`src/rtl/mux_scan_pkg.sv`:
```
// Shared types and constants for the mux_scan_n registered channel multiplexer.
package mux_scan_pkg;
  typedef enum logic [1:0] {IDLE, SCAN, DRAIN} state_t;

  localparam logic MODE_MANUAL = 1'b0;
  localparam logic MODE_SCAN   = 1'b1;
endpackage

```
`src/rtl/mux_n_sel.sv`:
```
// Combinational W-bit N:1 channel selector with range flag for non-power-of-2 N.
module mux_n_sel #(
  parameter int W    = 8,
  parameter int N    = 8,
  parameter int SELW = $clog2(N)
) (
  input  logic [N*W-1:0]  in_data,
  input  logic [SELW-1:0] index,
  output logic [W-1:0]    data,
  output logic            in_range
);
  always_comb begin
    data = '0;
    for (int i = 0; i < N; i++)
      if (index == SELW'(i)) data = in_data[i*W +: W];
  end

  // Extra bit keeps the compare exact when N is a power of two.
  assign in_range = ({1'b0, index} < (SELW+1)'(N));
endmodule

```
`src/rtl/mux_scan_n.sv`:
```
// Registered W-bit N-channel mux with manual select and auto-scan modes, valid/ready output.
// Optional even-parity output out_par when MUX_SCAN_PARITY_EN is defined.
module mux_scan_n
  import mux_scan_pkg::*;
#(
  parameter  int W    = 8,
  parameter  int N    = 8,
  localparam int SELW = $clog2(N)
) (
  input  logic            clk,
  input  logic            reset,
  input  logic [N*W-1:0]  in_data,
  input  logic            mode,
  input  logic [SELW-1:0] sel,
  input  logic            en,
  input  logic            start,
  output logic [W-1:0]    out_data,
  output logic [SELW-1:0] out_ch,
  output logic            out_valid,
  input  logic            out_ready,
  output logic            busy,
  output logic            done,
  output logic            sel_err
`ifdef MUX_SCAN_PARITY_EN
  ,
  output logic            out_par
`endif
);
  state_t          state, state_nxt;
  logic [SELW-1:0] cnt, cnt_nxt, idx;
  logic [W-1:0]    sel_data;
  logic            in_range, free, load, err_nxt, done_nxt;

  // Manual and scan paths share one selector; cnt drives it only while scanning.
  assign idx  = (state == SCAN) ? cnt : sel;
  assign free = !out_valid || out_ready;
  assign busy = (state != IDLE);

  mux_n_sel #(.W(W), .N(N), .SELW(SELW)) u_sel (
    .in_data (in_data),
    .index   (idx),
    .data    (sel_data),
    .in_range(in_range)
  );

  always_comb begin
    state_nxt = state;
    cnt_nxt   = cnt;
    load      = 1'b0;
    err_nxt   = 1'b0;
    done_nxt  = 1'b0;
    case (state)
      IDLE: begin
        if (mode == MODE_SCAN) begin
          if (start) begin
            state_nxt = SCAN;
            cnt_nxt   = '0;
          end
        end else if (en) begin
          if (!in_range) err_nxt = 1'b1;
          else if (free) load = 1'b1;
        end
      end
      SCAN: begin
        if (free) begin
          load = 1'b1;
          if (cnt == SELW'(N-1)) begin
            state_nxt = DRAIN;
            cnt_nxt   = '0;
          end else begin
            cnt_nxt = cnt + SELW'(1);
          end
        end
      end
      DRAIN: begin
        if (out_valid && out_ready) begin
          done_nxt  = 1'b1;
          state_nxt = IDLE;
        end
      end
      default: state_nxt = IDLE;
    endcase
  end

  always_ff @(posedge clk or posedge reset) begin
    if (reset) begin
      state     <= IDLE;
      cnt       <= '0;
      out_data  <= '0;
      out_ch    <= '0;
      out_valid <= 1'b0;
      done      <= 1'b0;
      sel_err   <= 1'b0;
    end else begin
      state   <= state_nxt;
      cnt     <= cnt_nxt;
      done    <= done_nxt;
      sel_err <= err_nxt;
      if (load) begin
        out_data  <= sel_data;
        out_ch    <= idx;
        out_valid <= 1'b1;
      end else if (out_ready) begin
        out_valid <= 1'b0;
      end
    end
  end

`ifdef MUX_SCAN_PARITY_EN
  always_ff @(posedge clk or posedge reset) begin
    if (reset)     out_par <= 1'b0;
    else if (load) out_par <= ^sel_data;
  end
`endif
endmodule

```
`config.mk`:
```
export PLATFORM = sky130hd
export DESIGN_NAME = mux_scan_n
export DESIGN_NICKNAME = d
export VERILOG_FILES = /design/src/rtl/mux_scan_pkg.sv /design/src/rtl/mux_n_sel.sv /design/src/rtl/mux_scan_n.sv
export SDC_FILE = /design/constraint.sdc
export NUM_CORES = 1
export LEC_CHECK = 0
export CAP_MARGIN = 20
export CORE_MARGIN = 2
export CORE_UTILIZATION = 40
export CTS_CLUSTER_SIZE = 10
export DETAILED_ROUTE_END_ITERATION = 7
export PLACE_DENSITY_LB_ADDON = 0.25
export SETUP_SLACK_MARGIN = 0.4
export SLEW_MARGIN = 30
export SYNTH_ARGS = -nofsm -noshare
export SYNTH_HDL_FRONTEND = slang
export SYNTH_HIERARCHICAL = 1
export SYNTH_SLANG_ARGS = --single-unit
```
`constraint.sdc`:
```
create_clock -name clk -period 5.7 [get_ports clk]
set_clock_uncertainty 0.1 [all_clocks]
set_input_delay 1.14 -clock clk [delete_from_list [all_inputs] [get_ports clk]]
set_output_delay 1.14 -clock clk [all_outputs]
set_load 0.02 [all_outputs]
```
# Word-level counts from Yosys, hierarchy flattened
# Index checks and enable logic that the tools add are counted.
[classes]
shift = 0
n_addsub = 1
mul = 0
reduce_logical = 10
div_mod_pow = 0
muxes = 28
eq_ne = 15
magnitude_cmp = 0
bitwise_logic = 0
[ops]
columns = ["op", "count"]
rows = [
  ["8-bit two-way mux", 8],
  ["3-bit equality test, second input constant", 5],
  ["3-bit two-way mux", 5],
  ["2-bit two-way mux", 5],
  ["2-bit inequality test, second input constant", 4],
  ["1-bit two-way mux", 7],
  ["3-bit by 2-bit equality test with 1-bit output, second input constant", 2],
  ["2-bit one-hot mux with 3 select lines", 1],
  ["3-bit one-hot mux with 2 select lines", 1],
  ["2-bit nonzero test", 3],
  ["5-bit AND reduction", 1],
  ["4-bit AND reduction", 1],
  ["3-bit by 1-bit adder with 3-bit output, second input constant", 1],
  ["3-bit by 1-bit equality test with 1-bit output, second input constant", 1],
  ["3-bit zero test", 1],
  ["2-bit by 1-bit equality test with 1-bit output, second input constant", 1],
  ["2-bit equality test, second input constant", 1],
  ["2-bit zero test", 1],
  ["2-bit by 1-bit inequality test with 1-bit output, second input constant", 1],
  ["1-bit one-hot mux with 2 select lines", 1],
  ["1-bit logical AND", 1],
  ["1-bit zero test", 1],
  ["1-bit logical OR", 1],
]
[word_totals]
regBits = 18
inputBits = 73
elab_cells = 60
mem_bits_ro = 0
output_inout_bits = 15
ramBits = 0
latchBits = 0
n_memories = 0

# Logic depth before layout (Yosys ltp)
# Gate-level depths: netlist of the first run.
[depth]
ltp_word = 11
depth_mapped = 8
ltp_nobuf = 5

# Modules after synthesis
# The synthesis of the first run kept the hierarchy.
[by_module_without_submodules]
columns = ["mod", "area_each_um2", "seq_area_each_um2", "cells_each", "instances"]
rows = [
  ["mux_scan_n", 905.9, 475.5, 66, 1],
  ["mux_n_sel", 561.8, 0.0, 31, 1],
]

# Worst setup path after synthesis of the first run
# Ideal clock, no wire load.
[synth_timing]
path_type = "input port to flip-flop"
from = "input sel[1]"
to = "register out_data[1]"
stages = 6
setup_ps = 125
setup_slack_ps = 2858
required_ps = 5475
t_arrival_ps = 2617
path_buffers = 2
cell_sequence = "mux2_2 buf_6 buf_12 mux4_1 mux2_2 mux2_4"
[synth_via]
elab_chain_len = 10
elab_cells_between_ends = 17
classes_between = "eq/ne (7); mux (9); reduce/logical (1)"
[synth_rtl]
columns = ["item", "line_no", "text"]
rows = [
  ["start, declared", "mux_scan_n.sv:14", "input logic [SELW-1:0] sel,"],
  ["3-bit two-way mux (*)", "mux_scan_n.sv:35", "assign idx = (state == SCAN) ? cnt : sel;"],
  ["3-bit zero test", "mux_n_sel.sv:15", "if (index == SELW'(i)) data = in_data[i*W +: W];"],
  ["8-bit two-way mux (7 in a row)", "mux_n_sel.sv:15", ""],
  ["8-bit two-way mux (*)", "mux_n_sel.sv:15", ""],
  ["via sel_data[1]", "mux_scan_n.sv:31", "logic [W-1:0] sel_data;"],
  ["end signal, assigned", "mux_scan_n.sv:100", "out_data <= sel_data;"],
  ["end, declared", "mux_scan_n.sv:17", "output logic [W-1:0] out_data,"],
]
# Mark *: on every way through the listed nets, which the timed path passes. The rest lies on a longest branch.
# A chain may end at the register's enable or synchronous reset.

# Worst setup path after layout of the first run
[layout_timing]
from = "input sel[1]"
to = "register out_data[7]"
[layout_via]
elab_chain_len = 10
elab_cells_between_ends = 17
classes_between = "eq/ne (7); mux (9); reduce/logical (1)"
[layout_rtl]
columns = ["item", "line_no", "text"]
rows = [
  ["3-bit two-way mux (*)", "mux_scan_n.sv:35", ""],
  ["via idx[1]", "mux_scan_n.sv:30", "logic [SELW-1:0] cnt, cnt_nxt, idx;"],
  ["3-bit zero test", "mux_n_sel.sv:15", ""],
  ["8-bit two-way mux (7 in a row)", "mux_n_sel.sv:15", ""],
  ["8-bit two-way mux (*)", "mux_n_sel.sv:15", ""],
  ["via sel_data[7]", "mux_scan_n.sv:31", ""],
]
# Marks and branches as above.

==> results of run 1 <==
[cell families after synthesis]
| kind of cell | share of synthesized area |
|---|---|
| flops | 0.324 |
| mux | 0.500 |
| other cells | 0.00256 |
| fa+ha+maj | 0.0170 |
| buf+inv | 0.0605 |
| simple gates | 0.0605 |
| compound gates | 0.0350 |
[worst max-delay path: stages]
cell and delay [ns]:
clkdlybuf4s50_1 0.45, mux2_2 0.46, mux4_1 0.63, mux2_2 0.29
mux2_4 0.26
[stage by stage]
stage	total power, µW	cells
final	463	228
after global routing	486	228
after CTS	469	228
after detailed placement	377	224
after global placement	371	224
after floorplan	275	97
[synthesized netlist by cell type, drive strengths merged, types with 2 or more instances]
master	instances
buf	7
a21oi	4
o21ai	2
inv	4
mux4	16
dfrtp	19
mux2	24
nand2	4
ha	2
and3	2
[layout make-up]
cell class / count / area (µm²)
fillers: 280 / 1240
well taps: 48 / 60.1
multi-input cells: 66 / 903
clock buffers: 4 / 45.0
flip-flops and latches: 19 / 475
repair buffers: 87 / 871
inverters: 4 / 15.0
[worst paths after layout]
| check | startpoint | to | depth (start not counted) |
|---|---|---|---|
| min in group asynchronous | reset | out_data[5]$_DFFE_PP0P_ | 2 |
| max in group asynchronous | reset | state[0]$_DFFE_PP0P_ | 2 |
| worst min-delay path | out_data[4]$_DFFE_PP0P_ | out_data[4]$_DFFE_PP0P_ | 1 |
| worst min register to register | out_data[4]$_DFFE_PP0P_ | out_data[4]$_DFFE_PP0P_ | 1 |
| worst max register to register | state[0]$_DFFE_PP0P_ | out_data[7]$_DFFE_PP0P_ | 5 |
| worst max-delay path | sel[1] | out_data[7]$_DFFE_PP0P_ | 5 |
[power by group]
| group | internal (µW) | switching, µW |
|---|---|---|
| clock | 49.6 | 40.8 |
| combinational | 131 | 65.5 |
| sequential | 160 | 16.1 |
| total | 341 | 122 |
[state kept, by name, summed over array words and instances (netlist names)]
signal and cells:
out_data 8, out_ch 3, done 1, out_valid 1, state 2, cnt 3, sel_err 1
[layer usage]
metal | share of wire | wire (µm) | GRT usage
met5 | 0 | 0 | 0
met2 | 0.55 | 1890 | 0.315
met3 | 0.079 | 269 | 0.0382
met1 | 0.36 | 1220 | 0.198
met4 | 0.011 | 38 | 0.0479
==> qor.csv, run 1 <==
metric,value,unit
antenna_found_initial,0,
synthCells,97,
grt_start_max_net_pins,20,
die-area,4170,µm²
utilization,0.657,
synth-seq-area-share,0.324,
holdBufCountCts,0,
pre_cts_ws,2.22,ns
die_width,64.6,µm
yosys.area.top_type,dfrtp_1,
io_pins,88,
yosys_most_used_dff,dfrtp_1,
drv_cap,0,
critPathLaunchType,input pin,
hold_viol_final,0,
row_count,22,
grt_pass1_wl,5.44,mm
place_area,2320,µm²
crit_path_end_kind,flop,
period_share,0.563,
dpl.hpwl,2.85,mm
synth_top_area_share,0.324,
coreArea,3610,µm²
fp.dieH,64.6,µm
period_minus_slack,3.21,ns
ir_worst_vdd,81.1,µV
worstPathArrival,3.24,ns
grt-ovfl-total,0,
dr.pass1.iters,4,
timing.slew.headroom,0.541,
whs,0.419,ns
power.density,195,nW/µm²
cts_tree,yes,
synth-edff-count,0,
clk_latency,0.25,ns
max_freq,312,MHz
cts-resized-gates,0,
r2r_slack,2.87,ns
synth_warnings,6,
rsz0062_at_grt,false,
synth_area_leaders,"dfrtp_1 32%, mux4_1 27%, mux2_2 11%",
finalMaxSlewViolations,0,
drive_gt1_frac,0.178,
final_common_cell,clkdlybuf4s50_1,
layout.nets,256,
num_antenna_cells,0,
synth_cell_type_count,29,
worst_pin_slew,0.688,ns
root_buffer,clkbuf_8,
post_drt_via_cell_ratio,5.14,
vias,1171,
synth_fp_nets,172,
syn_area_per_cell,15.1,µm²
clock_sinks,19,
crit_fanout,17,
start_util,0.407,
power.leakage,0.00101,µW
fin_ws,2.49,ns
critPathKind,in -> reg,
postRouteAntennaNets,0,
routed_wl,3.42,mm
clkSlewWorstSetupHoldPaths,0.07,ns
gp_congestion,0.780,
crit_required,5.74,ns
post_cts_buffers,0,
final_cell_mix,"87 x clkdlybuf4s50_1, 19 x dfrtp_1, 15 x mux4_1",
outcome,"finished, final reports clean",
port_buffers,87,
clockBufferDepth,2,
final.setup.tns,0,ns
synth.ff_latch_count,19,
drtIter0Drc,24,
grt_usage,0.171,
cts-buffers-inserted,3,
synthToLayoutAreaGrowth,61.5,%
drc,0,
synth-async-reset-ratio,1.00,
min_path_type,reg -> reg,
netlist_area,1470,µm²
postLayoutCellArea,2370,µm²
grt_pass1_vias,1218,
setup_viol,0,
htree_levels,1,
routedWlPerCell,15.0,µm
No activity file was read; power rests on OpenSTA's default activity.
==> inputs of run 2 (changes only) <==
- CORE_UTILIZATION: 40 -> 38
- clock period: 5.7 -> 3.3 ns (I/O delays scaled with it)
==> run 2 against run 1 <==
  * Die area is 4.9% higher
  * Sequential cell count unchanged
  * Cell area grew 0.32%
  * Clock-buffer cell count is the same
  * Sequential share of layout area decreased by 0.063 points
  * Critical path type unchanged
  * Highest routed layer unchanged
==> qor.csv, run 2 (synthesis gave the netlist of run 1 again) <==
metric,value,unit
cts_tree,yes,
max_freq,366,MHz
crit_fanout,17,
timing.slew.headroom,0.528,
die_width,66.1,µm
final_common_cell,clkdlybuf4s50_1,
worst_pin_slew,0.708,ns
layout.nets,257,
row_count,22,
wl_met1,1.49,mm
largest-register,out_data,
critPathLaunchType,input pin,
postLayoutCellArea,2380,µm²
cts-resized-gates,0,
drtIter0Drc,50,
drv_cap,0,
port_buffers,87,
power.density,337,nW/µm²
hold_viol_final,0,
grt_start_max_net_pins,20,
clkSlewWorstSetupHoldPaths,0.06,ns
dpl.hpwl,3.05,mm
reg.largest.list,"out_data: 8 flops, cnt: 3 flops, out_ch: 3 flops",
utilization,0.645,
critPathKind,in -> reg,
num_antenna_cells,0,
post_drt_via_cell_ratio,5.18,
clock_sinks,19,
postRouteAntennaNets,0,
clockBufferDepth,2,
coreArea,3690,µm²
outcome,"finished, final reports clean",
p_total,801,µW
grt_pass1_wl,5.78,mm
drive_gt1_frac,0.182,
wl_met2,1.85,mm
final_cell_mix,"87 x clkdlybuf4s50_1, 19 x dfrtp_1, 15 x mux4_1",
dr.max_layer_used,met4,
gp_congestion,0.776,
die-area,4380,µm²
multi_input_area,903,µm²
crit_required,3.34,ns
worstPathArrival,2.77,ns
holdBufCountCts,0,
start_util,0.398,
root_buffer,clkbuf_8,
routed_wl,3.66,mm
clk_latency,0.25,ns
min_path_type,reg -> reg,
final.setup.tns,0,ns
largest_reg_flops,8,
cts-buffers-inserted,3,
crit_path_end_kind,flop,
regArea,475,µm²
power.leakage,0.00102,µW
fp.dieH,66.1,µm
dr.pass1.iters,3,
grt_pass1_vias,1299,
fillers,290,
ir_worst_vdd,167,µV
io_pins,88,
grt_usage,0.180,
vias,1187,
setup_viol,0,
finalMaxSlewViolations,0,
place_area,2330,µm²
rsz0062_at_grt,false,
drc,0,
routedWlPerCell,16.0,µm
period_share,0.828,
dp.cells,225,
post_cts_buffers,0,
final_cells,229,
wl_met3,280,µm
htree_levels,1,
antenna_found_initial,0,
grt-ovfl-total,0,
synthToLayoutAreaGrowth,62.0,%
period_minus_slack,2.73,ns
-- run 2: power breakdown --
group,switching [µW],internal (µW)
Clock,69.5,85.6
Sequential,30.2,277
Combinational,113,226
-- run 2: area by class of cell --
cell class,count,area share
multi-input combinational,66,0.380
timing repair buffer,88,0.369
sequential,19,0.200
tap,48,0.0253
clock buffer,4,0.0189
inverter,4,0.00632
-- run 2: worst paths after layout --
path | endpoint | slack (ns) | start | depth (start not counted)
min | out_ch[1]$_DFFE_PP0P_ | 0.42 | out_ch[1]$_DFFE_PP0P_ | 1
max reg2reg | out_data[1]$_DFFE_PP0P_ | 0.69 | state[0]$_DFFE_PP0P_ | 5
min reg2reg | out_ch[1]$_DFFE_PP0P_ | 0.42 | out_ch[1]$_DFFE_PP0P_ | 1
max in group asynchronous | state[0]$_DFFE_PP0P_ | 1.92 | reset | 2
min in group asynchronous | out_data[7]$_DFFE_PP0P_ | 0.73 | reset | 2
max | out_data[1]$_DFFE_PP0P_ | 0.57 | sel[1] | 5
-- run 2: metal layers --
| layer | up-vias | GRT usage |
|---|---|---|
| li1 | 553 | - |
| met1 | 563 | 0.215 |
| met2 | 67 | 0.316 |
| met3 | 4 | 0.0392 |
| met4 | 0 | 0.0638 |
| met5 | - | 0 |
-- run 2: per-stage QoR --
step,worst slack [ns],hold slack [ns]
detailed placement,0.288,0.397
floorplan,0.773,0.379
global route,0.528,0.438
CTS,0.549,0.421
finish,0.569,0.418
global placement,0.326,0.401
-- run 2: critical path, cell delays in order --
cell             delay [ns]
clkdlybuf4s50_1        0.47
mux2_2                 0.46
mux4_1                 0.63
mux2_2                 0.28
mux2_4                 0.26
==> inputs of run 3 (changes only) <==
- clock period: 3.3 -> 2.6 ns (I/O delays scaled with it)
==> run 3 against run 2 <==
  * Clock power is 32% higher
  * Sequential cell count did not move
  * Cell count grew 3.9%
  * Power grew 31%
  * Utilization grew 1.9 points
  * Via count rose by 3.6%
  * Wire length grew 10%
  * Die area stayed put
  * First-iteration DRC count shrank 26%
  * Critical path type is now reg -> reg
  * Critical endpoint is now out_data[0]$_DFFE_PP0P_
==> qor.csv, run 3 (synthesis gave the netlist of run 1 again) <==
metric,value,unit
worst_pin_slew,0.723,ns
largest-register,out_data,
power.density,428,nW/µm²
dpl.hpwl,3.16,mm
holdBufCountCts,0,
worstHoldStart,out_data[5]$_DFFE_PP0P_,
synthToLayoutAreaGrowth,66.8,%
timing.rr.start,state[1]$_DFFE_PP0P_,
ir_worst_vdd,299,µV
holdPathEnd,out_data[5]$_DFFE_PP0P_,
path_cells,nor2b_4 -> mux2_4 -> mux4_2 -> mux2_2 -> mux2_4,
crit_top_cell,mux2_4,
critPathLaunchType,flop,
largest_reg_flops,8,
clkSlewWorstSetupHoldPaths,0.08,ns
final.setup.tns,0,ns
cts_tree,yes,
final_common_cell,clkdlybuf4s50_1,
reg.largest.list,"out_data: 8 flops, cnt: 3 flops, out_ch: 3 flops",
max_freq,439,MHz
dr.pass1.iters,4,
crit_fanout,8,
p_total,1050,µW
whs,0.418,ns
finalMaxSlewViolations,0,
critPathMaxStageDelay,0.44,ns
root_buffer,clkbuf_8,
pre_cts_ws,-0.126,ns
num_antenna_cells,0,
reg2reg_depth,5,
whs_path_depth,1,
htree_levels,1,
drive_gt1_frac,0.311,
dp.cells,227,
startpoint,state[1]$_DFFE_PP0P_,
start_util,0.398,
crit_path_end_kind,flop,
final_cell_mix,"85 x clkdlybuf4s50_1, 21 x mux2_4, 18 x dfrtp_1",
postRouteAntennaNets,0,
setup_viol,0,
fin_ws,0.323,ns
grt-ovfl-total,0,
period_minus_slack,2.28,ns
final_cells,238,
clk_latency,0.25,ns
layout.nets,266,
r2r_end,out_data[0]$_DFFE_PP0P_,
min_path_type,reg -> reg,
port_buffers,87,
critPathKind,reg -> reg,
drc,0,
grt_pass1_wl,5.98,mm
routed_wl,4.04,mm
worstPathArrival,2.32,ns
crit_required,2.64,ns
die-area,4380,µm²
row_count,22,
grt_usage,0.187,
grt_pass1_vias,1316,
io_pins,88,
period_share,0.876,
post_drt_via_cell_ratio,5.17,
drtIter0Drc,37,
power.leakage,0.00104,µW
fp.dieH,66.1,µm
timing.slew.headroom,0.518,
clockBufferDepth,2,
grt_start_max_net_pins,20,
cts-buffers-inserted,3,
outcome,"finished, final reports clean",
clock_sinks,19,
rsz0062_at_grt,true,
vias,1230,
drv_cap,0,
gp_congestion,0.785,
antenna_found_initial,0,
r2r_slack,0.32,ns
coreArea,3690,µm²
routedWlPerCell,17.0,µm
fillers,312,
crit_slowest_cell,dfrtp_2,
die_width,66.1,µm
hold_viol_final,0,
-- run 3: cell count changes in the layout (fill, tap and decap cells not counted), sizes merged --
cell / previous run / this run
buf: 1 / 8
clkbuf: 4 / 3
clkdlybuf4s50: 87 / 85
clkinv: 0 / 1
dlygate4sd2: 0 / 2
mux2: 24 / 26
-- run 3: critical path, delay by kind of cell (launching register included) --
kind,cells,cell delay [ns]
flops,1,0.44
mux,4,1.38
simple gates,1,0.23
-- run 3: power by group --
group | switching (µW) | internal [µW] | leakage (µW)
Clock | 98.4 | 106 | 0.0000255
Combinational | 154 | 303 | 0.000770
Sequential | 36.0 | 351 | 0.000249
-- run 3: cell type report --
type / instances / area [µm²] / share of cell area
timing repair buffer: 95 / 928 / 0.379
multi-input combinational: 68 / 922 / 0.377
sequential: 19 / 477 / 0.195
tap: 48 / 60.1 / 0.0245
clock buffer: 3 / 41.3 / 0.0169
inverter: 4 / 15.0 / 0.00613
clock inverter: 1 / 5.00 / 0.00204
-- run 3: what timing repair did --
item / in CTS / in global routing
resized for setup: 8 / 3
setup endpoints to repair: 9 / 8
buffers inserted: 5 / 0
cloned: 2 / 0
endpoints found under the hold margin: 0 / 0
-- run 3: per-layer routing --
metal / track usage / wire (µm) / vias up
li1: - / - / 561
met1: 0.196 / 1420 / 605
met2: 0.364 / 2310 / 53
met3: 0.0273 / 203 / 11
met4: 0.0791 / 108 / 0
met5: 0 / 0 / -
-- run 3: worst max path at each step --
stage	slack, ns	to	cells past startpoint
2_1_floorplan	0.24	out_data[5]$_DFFE_PP0P_	8
3_3_place_gp	-0.08	out_data[3]$_DFFE_PP0P_	5
3_5_place_dp	-0.13	out_data[0]$_DFFE_PP0P_	5
4_1_cts	0.31	out_data[6]$_DFFE_PP0P_	5
5_1_grt	0.27	out_data[6]$_DFFE_PP0P_	5
6_report	0.32	out_data[0]$_DFFE_PP0P_	5
-- run 3: through the flow --
stage	util	area, µm²
3_3_place_gp	0.637	2350
4_1_cts	0.667	2460
6_report	0.664	2450
5_1_grt	0.664	2450
3_5_place_dp	0.637	2350
2_1_floorplan	-	1470
